### src/rtl/display_scan_ctrl.sv
`default_nettype none
// ============================================================================
// Module  : display_scan_ctrl
// Brief   : NDIG-digit multiplexed 7-segment scan with blanking and
//           frame-synchronous value commit.
// Revision: 1.0
// ============================================================================
module display_scan_ctrl #(
  parameter int NDIG        = 2,
  parameter int REFRESH_DIV = 50000,
  parameter int BLANK_CYC   = 16
) (
  input  logic              clk,
  input  logic              rst_n,
  input  logic              en,
  input  logic              lz_en,
  input  logic              val_valid,
  input  logic [4*NDIG-1:0] val_data,
  output logic              val_ready,
  output logic [3:0]        digit_o,
  output logic [NDIG-1:0]   an_o,
  output logic              frame_tick
);

  localparam int               CNT_W       = $clog2(REFRESH_DIV);
  localparam int               IDX_W       = $clog2(NDIG);
  localparam logic [CNT_W-1:0] C_CNT_MAX   = CNT_W'(REFRESH_DIV - 1);
  localparam logic [CNT_W-1:0] C_BLANK_END = CNT_W'(BLANK_CYC);
  localparam logic [IDX_W-1:0] C_IDX_MAX   = IDX_W'(NDIG - 1);

  typedef enum logic [0:0] {
    ST_BLANK = 1'b0,
    ST_SHOW  = 1'b1
  } state_t;

  state_t            state_q, state_d;
  logic [CNT_W-1:0]  cnt_q, cnt_d;
  logic [IDX_W-1:0]  idx_q, idx_d;
  logic [4*NDIG-1:0] disp_q, disp_d;
  logic [4*NDIG-1:0] pend_q, pend_d;
  logic              pending_q, pending_d;
  logic [NDIG-1:0]   an_q, an_d;
  logic [3:0]        digit_q, digit_d;
  logic              tick_q, tick_d;

  logic              w_wrap;
  logic              w_boundary;
  logic              w_accept;
  logic              w_run_zero;
  logic [NDIG-1:0]   w_lz_blank;

  always_comb begin
    w_wrap     = (cnt_q == C_CNT_MAX);
    w_boundary = w_wrap && (idx_q == C_IDX_MAX);
    w_accept   = val_valid & ~pending_q;

    cnt_d   = cnt_q;
    idx_d   = idx_q;
    state_d = state_q;
    if (!en) begin
      cnt_d   = '0;
      idx_d   = '0;
      state_d = ST_BLANK;
    end else begin
      if (w_wrap) begin
        cnt_d = '0;
        idx_d = (idx_q == C_IDX_MAX) ? '0 : idx_q + IDX_W'(1);
      end else begin
        cnt_d = cnt_q + CNT_W'(1);
      end
      case (state_q)
        ST_BLANK: if (cnt_d == C_BLANK_END) state_d = ST_SHOW;
        ST_SHOW:  if (w_wrap)               state_d = ST_BLANK;
        default:                            state_d = ST_BLANK;
      endcase
    end

    // Commit only at the frame boundary so a frame never mixes old and new digits.
    disp_d    = disp_q;
    pend_d    = pend_q;
    pending_d = pending_q;
    if (pending_q && w_boundary) begin
      disp_d    = pend_q;
      pending_d = 1'b0;
    end else if (w_accept) begin
      pend_d    = val_data;
      pending_d = 1'b1;
    end

    // Outputs are registered from next-state values, so evaluate against disp_d.
    w_lz_blank = '0;
    w_run_zero = 1'b1;
    for (int k = NDIG - 1; k >= 1; k--) begin
      w_run_zero    = w_run_zero & (disp_d[4*k +: 4] == 4'd0);
      w_lz_blank[k] = lz_en & w_run_zero;
    end

    an_d    = '1;
    digit_d = '0;
    for (int k = 0; k < NDIG; k++) begin
      if (idx_d == IDX_W'(k)) begin
        digit_d = disp_d[4*k +: 4];
        if (state_d == ST_SHOW && !w_lz_blank[k]) an_d[k] = 1'b0;
      end
    end

    tick_d = en && (idx_d == C_IDX_MAX) && (cnt_d == C_CNT_MAX);
  end

  always_ff @(posedge clk or negedge rst_n) begin
    if (!rst_n) begin
      state_q   <= ST_BLANK;
      cnt_q     <= '0;
      idx_q     <= '0;
      disp_q    <= '0;
      pend_q    <= '0;
      pending_q <= 1'b0;
      an_q      <= '1;
      digit_q   <= '0;
      tick_q    <= 1'b0;
    end else begin
      state_q   <= state_d;
      cnt_q     <= cnt_d;
      idx_q     <= idx_d;
      disp_q    <= disp_d;
      pend_q    <= pend_d;
      pending_q <= pending_d;
      an_q      <= an_d;
      digit_q   <= digit_d;
      tick_q    <= tick_d;
    end
  end

  assign val_ready  = ~pending_q;
  assign an_o       = an_q;
  assign digit_o    = digit_q;
  assign frame_tick = tick_q;

endmodule
`default_nettype wire

### config.mk
export PLATFORM = sky130hd
export DESIGN_NAME = display_scan_ctrl
export DESIGN_NICKNAME = d
export VERILOG_FILES = /design/src/rtl/display_scan_ctrl.sv
export SDC_FILE = /design/constraint.sdc
export NUM_CORES = 1
export LEC_CHECK = 0
export CAP_MARGIN = 40
export CORE_UTILIZATION = 51
export CTS_CLUSTER_DIAMETER = 40
export DETAILED_ROUTE_END_ITERATION = 8
export PLACE_DENSITY = 0.72
export SLEW_MARGIN = 10
export SYNTH_ARGS = -nofsm -noshare
export SYNTH_HDL_FRONTEND = slang
export SYNTH_SLANG_ARGS = --single-unit
### constraint.sdc
create_clock -name clk -period 2.6 [get_ports clk]
set_input_delay 0.26 -clock clk [delete_from_list [all_inputs] [get_ports clk]]
set_output_delay 0.26 -clock clk [all_outputs]
set_load 0.005 [all_outputs]
==> metrics.csv, run 1 <==
stage,metric,value,unit
die,die_h,66.1,um
final_layout,layout_common_cells,"dfrtp_1 (40), mux2_2 (20), clkdlybuf4s50_1 (19)",
power_and_ir_drop,switchingPower,0.000269,W
worst_setup_path,r2r_start,cnt_q[1]$_DFF_PN0_,
sta,worst_pin_slew,0.457,ns
worst_setup_path,setup.worst_path.class,flop to flop,
sta,finalClockSkew,0.0112,ns
synthesis,synth_fp_nets,192,
clocking,htree_levels,2,
worst_setup_path,cp_max_fo,5,
final_layout,fin_area,0.00250,mm^2
synthesis,synth-seq-cells,42,
synthesis,seq_area_frac_synth,50.3,%
worst_setup_path,startpoint,cnt_q[1]$_DFF_PN0_,
worst_setup_path,critical_path.max_stage_delay,0.55,ns
power_and_ir_drop,power.density,500,mW/mm^2
placed_design,gp_congestion,0.877,
sta,slew_violations,0,
route,drcViolationCount,0,
placed_design,place_hpwl,2960,um
sta,setup_tns,0,ns
final_layout,n_antenna_cell,0,
sta,finalSetupViolCount,0,
outcome,outcome,finished clean,
synthesis,syn_area,0.00210,mm^2
placed_design,place_area,0.00237,mm^2
power_and_ir_drop,p_total,0.00125,W
worst_setup_path,worstPathArrival,2.67,ns
die,ios,21,
sta,max_freq,0.407,GHz
clocking,numCtsBuffers,5,
synthesis,async_flop_share,100,%
power_and_ir_drop,intPower,0.000982,W
sta,hold_viol_final,0,
worst_setup_path,critical_path_buf_inv_count,0,
worst_setup_path,cp_slowest_cell,or4b_4,
worst_setup_path,worstPathRequired,2.82,ns
clocking,clock_path_buffers,2,
clocking,cts_tree,yes,
worst_setup_path,reg2reg_slack,0.15,ns
route,wirelength,4040,um
grt,grt_pass1_vias,1401,
sta,period_minus_slack,2.45,ns
synthesis,synth_edf_count,0,
sta,fin_crit_sh,94.4,%
synthesis,avgSynthCellArea,11.8,um^2
sta,max-slew-margin-rel,69.1,%
clocking,path_clk_slew,0.08,ns
power_and_ir_drop,vdd_drop_max,360,uV
synthesis,synthCells,177,
worst_setup_path,worstSetupStartpointType,flop,
synthesis,synth_flop_cell,dfrtp_1,
grt,antenna_found_initial,0,
placed_design,port_buffers,20,
die,chipWidth,66.1,um
power_and_ir_drop,comb_power_share,5.1,%
clocking,worstSkewPairLatency,0.31,ns
clocking,clock_sinks,42,
min_path,hold_path.class,primary input to asynchronous set/reset pin,
worst_setup_path,crit_chain,ha_1 > and3_2 > xnor2_1 > a31oi_1 > or4b_4 > o41ai_4 > o311ai_1,
power_and_ir_drop,switching_share,21.5,%
worst_setup_path,r2r-end,an_o[1]$_DFF_PN1_,
synthesis,ys_warn_count,0,
die,die_area,0.00437,mm^2
route,dr.pass1.iters,4,
route,drt-initial-drc-count,99,
route,wl_per_cell,15.9,um
sta,setup_ws,0.145,ns
placed_design,dpl_worst_slack,0.0256,ns
power_and_ir_drop,p_leak,1.19,nW
run,max_cap_viol_count,0,
worst_setup_path,critPathCaptureType,flop,
final_layout,final_common_cell,dfrtp_1,
die,rows,22,
route,ant_nets,0,
die,start_util,55.2,%
worst_setup_path,setup.worst_path.end,an_o[1]$_DFF_PN1_,
grt,grt_max_degree,32,
clocking,cts_root_buf,clkbuf_8,
worst_setup_path,path_delay_family,simple AND/OR/NAND/NOR gates,
grt,grt_overflow,0,
route,vias,1440,
final_layout,drive_above_1_share,25.2,%
grt,grt_pass1_wl,6640,um
final_layout,nNetsFinal,220,
route,via_per_inst,5.67,
worst_setup_path,crit_cells,7,
power_and_ir_drop,clkPwrFrac,41.1,%
sta,fin_hold_ws,0.365,ns
grt,track_usage,20.8,%
final_layout,area_growth,19.5,%
worst_setup_path,reg2reg_depth,7,
synthesis,synth_cell_types,47,
die,core,0.00380,mm^2
power_and_ir_drop,seq_power_share,53.8,%
-- how the worst min path moves through the flow --
stage,startpoint,to,depth (start not counted)
after floorplan,rst_n,cnt_q[0]$_DFF_PN0_,0
after global placement,rst_n,cnt_q[13]$_DFF_PN0_,1
after detailed placement,rst_n,cnt_q[13]$_DFF_PN0_,1
after CTS,rst_n,cnt_q[13]$_DFF_PN0_,2
after global routing,rst_n,cnt_q[13]$_DFF_PN0_,2
final,rst_n,cnt_q[13]$_DFF_PN0_,2
-- cell usage after synthesis, types with 2 or more instances --
| cell | instances | area share, % |
|---|---|---|
| nor4b_1 | 2 | 0.84 |
| clkbuf_2 | 2 | 0.48 |
| xnor2_1 | 7 | 2.9 |
| inv_1 | 4 | 0.72 |
| clkbuf_1 | 2 | 0.36 |
| a21oi_1 | 4 | 0.96 |
| o21ai_0 | 3 | 0.72 |
| and4_1 | 2 | 0.84 |
| mux2i_1 | 2 | 0.96 |
| and2_1 | 7 | 2.1 |
| nand2_1 | 10 | 1.8 |
| nor3_1 | 3 | 0.72 |
| nor2_1 | 13 | 2.3 |
| ha_1 | 2 | 1.2 |
| and3_1 | 4 | 1.2 |
| nand4_1 | 3 | 0.90 |
| xor2_1 | 7 | 2.9 |
| dfrtp_1 | 40 | 48 |
| nand3_1 | 7 | 1.7 |
| mux2_2 | 20 | 11 |
| buf_6 | 2 | 1.1 |
| nor2b_1 | 4 | 1.2 |
| nand4_4 | 2 | 2.0 |
| dfstp_2 | 2 | 2.5 |
-- power groups by stage --
stage | registers (W) | clock network (W) | logic [W]
2_1_floorplan | 0.000683 | 0 | 0.0000241
3_3_place_gp | 0.000685 | 0 | 0.0000583
5_1_grt | 0.000675 | 0.000540 | 0.0000714
3_5_place_dp | 0.000686 | 0 | 0.0000639
6_report | 0.000673 | 0.000514 | 0.0000641
4_1_cts | 0.000673 | 0.000522 | 0.0000658
-- through the flow --
stage                     utilization (%)  std cells
after floorplan                         -        177
after global placement               61.8        244
after detailed placement             62.4        245
after CTS                            65.5        254
after global routing                 65.9        254
final                                65.9        254
-- layer usage --
layer | up-vias | share of wire (%) | GRT usage (%)
met4 | 0 | 1.7 | 7.98
li1 | 688 | - | -
met2 | 29 | 46 | 30.7
met1 | 713 | 48 | 29.1
met5 | - | 0 | 0
met3 | 10 | 3.6 | 5.69
-- final cells by class --
cell class	count	area [um^2]
fillers	281	1290
flip-flops and latches	42	1050
multi-input cells	123	991
repair buffers	28	270
clock buffers	6	72.6
well taps	48	60.1
clock inverters	2	37.5
inverters	5	18.8
-- sequential cells by signal, indices dropped and copies added (netlist names) --
signal and cells:
pend_q 8, an_o 2, state_q 1, frame_tick 1
digit_o 4, pending_q 1, idx_q 1, disp_q 8
cnt_q 16
-- logic make-up (layout without fill, tap and decap cells) --
logic type | after synthesis | in the layout | share of synthesized area, %
XOR/XNOR | 14 | 14 | 5.85
AND/OR/NAND/NOR | 70 | 70 | 22.4
multiplexers | 22 | 22 | 11.7
adder cells (fa/ha/maj) | 2 | 2 | 1.19
AO/OA/AOI/OAI | 15 | 15 | 5.37
flip-flops | 42 | 42 | 50.3
buffers and inverters | 12 | 41 | 3.16
-- worst register-to-register path, cell delays in order (launching register included) --
cell and delay, ns:
dfrtp_1 0.45, ha_1 0.28, and3_2 0.30, xnor2_1 0.14, a31oi_1 0.12, or4b_4 0.55
o41ai_4 0.36, o311ai_1 0.17
-- repair_timing --
item	4_1_cts	5_1_grt
endpoints found under the hold margin	11	0
resized for setup	0	3
endpoints found under the setup margin	0	7
buffers inserted	0	0
hold buffers	1	0
(Power assumes the default switching activity.)
==> run 2: changes to the inputs <==
CORE_UTILIZATION = 53   (was 51)
CTS_BUF_LIST = sky130_fd_sc_hd__clkbuf_8   (was not set)
PLACE_DENSITY = 0.75   (was 0.72)
==> run 2 against run 1 <==
Against the previous run: clock power shrank 0.8%; via count grew 2.3%; first-iteration DRC count shrank 28%; maximum frequency shrank 0.38%; critical path depth is the same; setup slack lost 0.0093 ns; flip-flop and latch count is the same; sequential power is essentially flat; sequential share of layout area shrank 0.68 points; global-route usage grew 3.5 points; wire length grew 15%; highest routed layer unchanged; final area grew 1.6%.
==> metrics.csv, run 2 (synthesis gave the netlist of run 1 again) <==
stage,metric,value,unit
clocking,htree_levels,2,
final_layout,largest_register_ffs,16,
power_and_ir_drop,intPower,0.000979,W
final_layout,multi_input_area,0.00101,mm^2
route,drt-initial-drc-count,71,
power_and_ir_drop,clkPwrFrac,40.8,%
sta,rsz0062_at_grt,false,
grt,grt_max_degree,26,
route,drcViolationCount,0,
sta,finalSetupViolCount,0,
die,die_area,0.00421,mm^2
final_layout,layout_common_cells,"dfrtp_1 (40), mux2_2 (20), clkdlybuf4s50_1 (19)",
power_and_ir_drop,switching_share,21.7,%
power_and_ir_drop,seq_power_share,53.9,%
sta,fin_crit_sh,94.8,%
clocking,path_clk_slew,0.08,ns
worst_setup_path,r2r_start,cnt_q[1]$_DFF_PN0_,
clocking,cts_tree,yes,
final_layout,nNetsFinal,222,
grt,track_usage,24.3,%
worst_setup_path,reg2reg_depth,7,
worst_setup_path,critPathCaptureType,flop,
die,core,0.00372,mm^2
power_and_ir_drop,p_leak,1.21,nW
route,wirelength,4650,um
grt,grt_pass1_wl,7490,um
final_layout,area_growth,21.4,%
final_layout,regArea,0.00105,mm^2
final_layout,top_register,cnt_q,
final_layout,n_antenna_cell,0,
power_and_ir_drop,comb_power_share,5.3,%
clocking,clock_path_buffers,2,
final_layout,n_fill_cell,296,
worst_setup_path,worstSetupStartpointType,flop,
worst_setup_path,reg2reg_slack,0.14,ns
sta,period_minus_slack,2.46,ns
worst_setup_path,r2r-end,state_q$_DFF_PN0_,
final_layout,top_regs,"cnt_q (16), disp_q (8), pend_q (8)",
final_layout,final_common_cell,dfrtp_1,
outcome,outcome,finished clean,
placed_design,place_hpwl,3420,um
worst_setup_path,cp_max_fo,5,
sta,worst_pin_slew,0.460,ns
sta,max-slew-margin-rel,69.1,%
die,start_util,56.4,%
placed_design,gp_congestion,0.862,
sta,setup_tns,0,ns
sta,slew_violations,0,
grt,grt_overflow,0,
route,wl_per_cell,18.1,um
worst_setup_path,critical_path.max_stage_delay,0.56,ns
placed_design,dp.cells,247,
worst_setup_path,cp_slowest_cell,or4b_4,
route,vias,1473,
power_and_ir_drop,switchingPower,0.000271,W
run,max_cap_viol_count,0,
die,die_h,64.9,um
clocking,clock_sinks,42,
final_layout,fin_cells,256,
worst_setup_path,worstPathArrival,2.69,ns
die,chipWidth,64.9,um
clocking,cts_root_buf,clkbuf_8,
route,via_per_inst,5.75,
route,dr.pass1.iters,4,
die,rows,22,
worst_setup_path,worstPathRequired,2.83,ns
grt,grt_pass1_vias,1500,
min_path,hold_path.class,primary input to asynchronous set/reset pin,
power_and_ir_drop,vdd_drop_max,367,uV
sta,finalClockSkew,0.00911,ns
power_and_ir_drop,power.density,491,mW/mm^2
final_layout,drive_above_1_share,26.4,%
sta,max_freq,0.406,GHz
worst_setup_path,setup.worst_path.class,flop to flop,
die,ios,21,
worst_setup_path,crit_chain,ha_1 > and3_2 > xnor2_1 > a31oi_1 > or4b_4 > o41ai_4 > and2_1,
route,ant_nets,0,
clocking,worstSkewPairLatency,0.30,ns
clocking,numCtsBuffers,5,
sta,hold_viol_final,0,
placed_design,port_buffers,20,
grt,antenna_found_initial,0,
final_layout,fin_util,68.5,%
-- run 2: how the worst max path moves through the flow --
stage	start	endpoint
finish	cnt_q[1]$_DFF_PN0_	state_q$_DFF_PN0_
detailed placement	cnt_q[9]$_DFF_PN0_	digit_o[1]$_DFF_PN0_
floorplan	cnt_q[0]$_DFF_PN0_	digit_o[3]$_DFF_PN0_
global placement	cnt_q[1]$_DFF_PN0_	an_o[1]$_DFF_PN1_
global route	cnt_q[1]$_DFF_PN0_	an_o[1]$_DFF_PN1_
CTS	cnt_q[9]$_DFF_PN0_	digit_o[1]$_DFF_PN0_
-- run 2: power by group through the flow --
stage / registers (W) / logic [W] / clock network [W]
after global placement: 0.000686 / 0.0000574 / 0
after global routing: 0.000675 / 0.0000734 / 0.000541
after floorplan: 0.000683 / 0.0000241 / 0
final: 0.000674 / 0.0000666 / 0.000510
after detailed placement: 0.000687 / 0.0000658 / 0
after CTS: 0.000674 / 0.0000672 / 0.000509
-- run 2: area by class of cell --
cell class / instances / area share, %
Sequential cell: 42 / 41.4
Inverter: 5 / 0.737
Timing Repair Buffer: 30 / 11.5
Clock inverter: 3 / 1.62
Multi-Input combinational cell: 123 / 39.7
Clock buffer: 5 / 2.70
Tap cell: 48 / 2.36
-- run 2: repair_timing --
item,4_1_cts,5_1_grt
setup buffers,0,0
setup endpoints to repair,0,8
hold buffers,1,0
gates resized for setup,0,5
endpoints found under the hold margin,15,0
-- run 2: stage by stage --
step | hold WS [ns] | instance area [um^2] | worst slack [ns] | power (W)
floorplan | -0.0356 | 2100 | 0.189 | 0.000707
global placement | 0.427 | 2360 | 0.0618 | 0.000743
detailed placement | 0.227 | 2390 | 0.0409 | 0.000752
CTS | 0.441 | 2510 | 0.0281 | 0.00125
global route | 0.483 | 2540 | 0.0440 | 0.00129
finish | 0.440 | 2540 | 0.136 | 0.00125
-- run 2: per-layer routing --
layer  vias up  share of wire [%]  track usage [%]
li1        687                  -                -
met1       732                 44             31.4
met2        48                 51             39.6
met3         6                4.7             6.51
met4         0                1.1             7.78
met5         -                  0                0
-- run 2: worst max-delay path: cells and delay by family (launching register included) --
kind,cells,cell delay (ns)
flip-flops,1,0.44
AO/OA/AOI/OAI,2,0.52
adder cells (fa/ha/maj),1,0.26
XOR/XNOR,1,0.15
AND/OR/NAND/NOR,3,1.02
